$ cat src/rtl/bus_master_copy_pkg.sv
// Shared definitions for the bus-master block-copy engine:
// FSM state encoding, default bus widths and slave window bases.
package bus_master_copy_pkg;

   localparam int ADDR_W_DEF = 8;
   localparam int DATA_W_DEF = 32;

   localparam logic [7:0] RAM_BASE = 8'h00;
   localparam logic [7:0] RAM_TOP  = 8'h1F;
   localparam logic [7:0] ALU_BASE = 8'h20;

   typedef enum logic [2:0] {
      S_IDLE = 3'd0,
      S_REQ  = 3'd1,
      S_RD   = 3'd2,
      S_RDW  = 3'd3,
      S_WR   = 3'd4,
      S_DONE = 3'd5
   } state_t;

endpackage

$ cat src/rtl/bus_master_copy.sv
// Block-copy bus master: reads each word over the bus into a buffer,
// then writes it back to the destination, one word at a time.
module bus_master_copy
   import bus_master_copy_pkg::*;
#(
   parameter int ADDR_W = ADDR_W_DEF,
   parameter int DATA_W = DATA_W_DEF,
   parameter int LEN_W  = 6,
   parameter int RD_LAT = 1
) (
   input  logic              clk,
   input  logic              reset_n,
   input  logic              start,
   input  logic [ADDR_W-1:0] src_addr,
   input  logic [ADDR_W-1:0] dst_addr,
   input  logic [LEN_W-1:0]  len,
   output logic              busy,
   output logic              done,
   output logic              M_req,
   output logic              M_wr,
   output logic [ADDR_W-1:0] M_addr,
   output logic [DATA_W-1:0] M_dout,
   input  logic              M_grant,
   input  logic [DATA_W-1:0] M_din
);

   state_t            state;
   logic [ADDR_W-1:0] src_q;
   logic [ADDR_W-1:0] dst_q;
   logic [LEN_W-1:0]  len_q;
   logic [LEN_W-1:0]  idx;
   logic [1:0]        lat;
   logic [DATA_W-1:0] data_q;

   logic              last_word;
   logic              lat_end;
   logic [LEN_W-1:0]  idx_nxt;

   assign last_word = (idx == len_q - LEN_W'(1));
   assign lat_end   = (lat == 2'(RD_LAT - 1));
   assign idx_nxt   = idx + LEN_W'(1);
   assign M_dout    = data_q;

   always_ff @(posedge clk or negedge reset_n) begin
      if (!reset_n) begin
         state  <= S_IDLE;
         src_q  <= '0;
         dst_q  <= '0;
         len_q  <= '0;
         idx    <= '0;
         lat    <= '0;
         data_q <= '0;
         busy   <= 1'b0;
         done   <= 1'b0;
         M_req  <= 1'b0;
         M_wr   <= 1'b0;
         M_addr <= '0;
      end else begin
         done <= 1'b0;
         unique case (state)
            S_IDLE: begin
               if (start) begin
                  if (len == '0) begin
                     state <= S_DONE;
                     done  <= 1'b1;
                  end else begin
                     src_q <= src_addr;
                     dst_q <= dst_addr;
                     len_q <= len;
                     idx   <= '0;
                     busy  <= 1'b1;
                     M_req <= 1'b1;
                     state <= S_REQ;
                  end
               end
            end
            S_REQ: begin
               if (M_grant) begin
                  M_wr   <= 1'b0;
                  M_addr <= src_q + ADDR_W'(idx);
                  state  <= S_RD;
               end
            end
            S_RD: begin
               if (M_grant) begin
                  lat   <= '0;
                  state <= S_RDW;
               end
            end
            // read data is taken on the last latency cycle even if grant drops
            S_RDW: begin
               if (lat_end) begin
                  data_q <= M_din;
                  M_wr   <= 1'b1;
                  M_addr <= dst_q + ADDR_W'(idx);
                  state  <= S_WR;
               end else begin
                  lat <= lat + 2'd1;
               end
            end
            S_WR: begin
               if (M_grant) begin
                  M_wr <= 1'b0;
                  if (last_word) begin
                     busy  <= 1'b0;
                     done  <= 1'b1;
                     M_req <= 1'b0;
                     state <= S_DONE;
                  end else begin
                     idx    <= idx_nxt;
                     M_addr <= src_q + ADDR_W'(idx_nxt);
                     state  <= S_RD;
                  end
               end
            end
            S_DONE: begin
               state <= S_IDLE;
            end
            default: begin
               state <= S_IDLE;
            end
         endcase
      end
   end

endmodule

$ cat config.mk
export PLATFORM = sky130hd
export DESIGN_NAME = bus_master_copy
export DESIGN_NICKNAME = d
export VERILOG_FILES = /design/src/rtl/bus_master_copy_pkg.sv /design/src/rtl/bus_master_copy.sv
export SDC_FILE = /design/constraint.sdc
export NUM_CORES = 1
export LEC_CHECK = 0
export CAP_MARGIN = 10
export CORE_MARGIN = 1
export CORE_UTILIZATION = 49
export DETAILED_ROUTE_END_ITERATION = 8
export HOLD_SLACK_MARGIN = 0.15
export PLACE_DENSITY = 0.84
export SYNTH_ARGS = -nofsm -noshare
export SYNTH_HDL_FRONTEND = slang
export SYNTH_SLANG_ARGS = --single-unit
$ cat constraint.sdc
create_clock -name clk -period 3.28 [get_ports clk]
set_input_delay 0.656 -clock clk [delete_from_list [all_inputs] [get_ports clk]]
set_output_delay 0.656 -clock clk [all_outputs]
set_load 0.005 [all_outputs]
==> key figures <==
Run status
  – Run status: finished, final reports clean

Setup path
  – Startpoint types: flip-flop
  – Critical path's top delay family: adder cells
  – Crit path largest cell delay: 0.45 ns
  – Slowest CP cell: dfrtp_2
  – Worst Path Max Fanout: 8
  – Cell Chain, Critical Path: nor2_1 -> nand2_1 -> inv_2 -> ha_1 -> inv_1 -> ha_1 -> fa_1 -> a21oi_1 -> nor2b_1 -> a311oi_2 -> xor2_1 -> mux2i_1 -> mux2_2
  – Crit-path most repeated cell: ha_1
  – Critical path data required time: 3.53 ns
  – Worst Path Arrival: 3.21 ns
  – R2R setup slack: 0.32 ns
  – CP Buf/Inv Count: 2
  – Worst setup EP type: flip-flop
  – WS Path Type: flip-flop to flip-flop

Placed design
  – GPL Wtd Cong: 0.802
  – Detailed Place HPWL: 6.30 mm
  – Dpl cell area: 5080 um^2
  – IO Port Bufs: 101

Synth
  – Synth Cell Area: 3970 um^2
  – Synth Instances: 349
  – Synth Register Bits: 76
  – Synth Area per Inst: 11.4 um^2
  – Register area share after synthesis: 47.9%
  – Syn nets: 426
  – Synth cell types: 43
  – Ys Warns: 0

Pwr
  – Worst VDD drop: 538 uV
  – Total design power: 4410 uW
  – Pwr dens: 838 nW/um^2
  – P_leak: 0.00229 uW

CTS
  – Skew-Pair Late Insertion Delay: 0.37 ns
  – # Post-CTS Setup Buffers: 0
  – Post_cts resized: 0
  – Clock sinks: 76
  – Clock tree buffer depth: 2
  – # hold bufs at CTS: 0
  – CTS tree: done
  – H-tree Lvls: 3
  – TritonCTS buffer count: 9
  – Clk slew on worst S/H paths: 0.09 ns
  – Root Driver: clkbuf_8

Hold path
  – Hold crit path type: primary input to asynchronous set/reset pin

Finish
  – Commonest non-fill, non-tap cell in the layout: clkdlybuf4s50_1
  – Fin util: 67.8%
  – Diode count: 0
  – Layout net count: 530
  – Fill count: 593
  – Final instance area: 5260 um^2
  – Layout cells sized above 1: 19.7%
  – Synthesis-to-layout area growth: 32.7%
  – Most frequent cells in the layout: 100 x clkdlybuf4s50_1, 75 x dfrtp_1, 61 x mux2_2

Timing
  – Actual slew at the worst max-slew pin: 0.945 ns
  – Post-route setup TNS: 0 ns
  – RSZ-0062 raised after global routing: no
  – Max Slew Vio Count: 0
  – Hold WS: 0.433 ns
  – Setup violations, final: 0
  – Clock Skews: 0.0109 ns
  – Final worst path period share: 90.3%
  – Post-route minimum period: 2.96 ns
  – Endpoints failing hold: 0
  – Worst slew margin: 37.0%
  – Max Clk Rate: 337 MHz

GRT
  – Largest net degree at the start of global routing: 77
  – Number of global-route vias before repair: 3154
  – Grt ovf: 0
  – Initial antenna violation count: 0
  – First-pass GRT wire length: 14.2 mm
  – Overall Global Routing Usage: 21.8%

Floorplanning
  – Ports: 102
  – Core box area: 7770 um^2
  – Initial core utilization: 51.1%
  – Die height: 92.0 um
  – Die area: 8460 um^2
  – Chip width: 92.0 um
  – Num rows: 32

Detailed routing
  – Avg WL per Cell: 15.3 um
  – Vias per inst: 5.47
  – Initial drt markers: 138
  – Total routed wirelength: 8.56 mm
  – DR vias: 3065
  – Post-route ant nets: 0
  – Drt pass-1 iters: 4
  – Remaining DRCs: 0

Run
  – MaxCap Viol Count: 0
-- power by group --
group	switching (uW)	internal [uW]
Clock	373	280
Sequential	291	1370
Combinational	832	1260
-- flip-flops by register name (all words and copies together), names as in the netlist --
name    flops
M_dout     32
done        1
lat         2
src_q       8
dst_q       8
M_req       1
len_q       6
M_addr      8
M_wr        1
idx         6
state       3
-- synth_stat cells, drive strengths merged --
cell type	n	area, um^2
nand2	23	86.3
clkbuf	7	26.3
a21oi	8	40.0
o22ai	2	12.5
o211ai	3	22.5
a21o	5	37.5
xor2	10	87.6
and3b	1	8.76
mux2i	5	50.1
a22o	3	26.3
a311oi	1	8.76
o2bb2ai	1	8.76
clkinv	1	3.75
nand4b	1	8.76
or3	1	6.26
a211o	2	17.5
nand4	2	12.5
and4	1	8.76
nor2	19	71.3
or2	2	12.5
fa	2	40.0
o21ai	20	111
xnor2	13	114
a41o	1	10.0
o311ai	1	8.76
a211oi	2	15.0
inv	14	52.6
nand3	10	55.1
o21a	2	15.0
nand2b	4	25.0
nor2b	5	31.3
mux2	61	687
and3	1	6.26
ha	17	213
dfrtp	76	1900
buf	7	42.5
nor3	10	50.1
a31oi	5	31.3
-- through the flow --
step           cells  setup slack, ns
2_1_floorplan    349            0.433
3_3_place_gp     544            0.377
3_5_place_dp     544            0.132
4_1_cts          560           0.0932
5_1_grt          560           0.0356
6_report         560            0.317
-- kinds of logic after synthesis --
logic type / count (synthesis) / share of synthesized area, %
fa+ha+maj: 19 / 6.37
mux: 66 / 18.6
buf+inv: 29 / 3.15
simple gates: 80 / 9.65
xor+xnor: 23 / 5.08
compound gates: 56 / 9.21
flops: 76 / 47.9
-- area by class of cell --
cell class,count,area [um^2],area share (%)
clock buffers,10,128,2.43
inverters,15,56.3,1.07
well taps,102,128,2.43
multi-input cells,244,1950,37.0
flip-flops and latches,76,1900,36.2
clock inverters,6,48.8,0.927
repair buffers,107,1050,20.0
-- routing by layer --
metal	GRT usage, %	wire [um]
met2	36.3	4110
met1	24.3	3490
met5	0	0
met4	9.64	257
met3	9.20	702
-- worst paths after layout --
kind,start,to,cells past startpoint
setup / recovery,state[1],M_addr[6],13
hold / removal,reset_n,M_addr[5],1
setup reg to reg,state[1],M_addr[6],13
hold reg to reg,M_dout[27],M_dout[27],1
max in group asynchronous,reset_n,state[1],1
min in group clk,M_dout[27],M_dout[27],1
-- worst register-to-register path: stages, from the launching register on --
cell      delay (ns)
dfrtp_2         0.45
nor2_1          0.22
nand2_1         0.12
inv_2           0.14
ha_1            0.14
inv_1           0.04
ha_1            0.21
fa_1            0.41
a21oi_1         0.15
nor2b_1         0.08
a311oi_2        0.34
xor2_1          0.19
mux2i_1         0.09
mux2_2          0.27
Note: power is estimated with default switching activity, not from simulation.
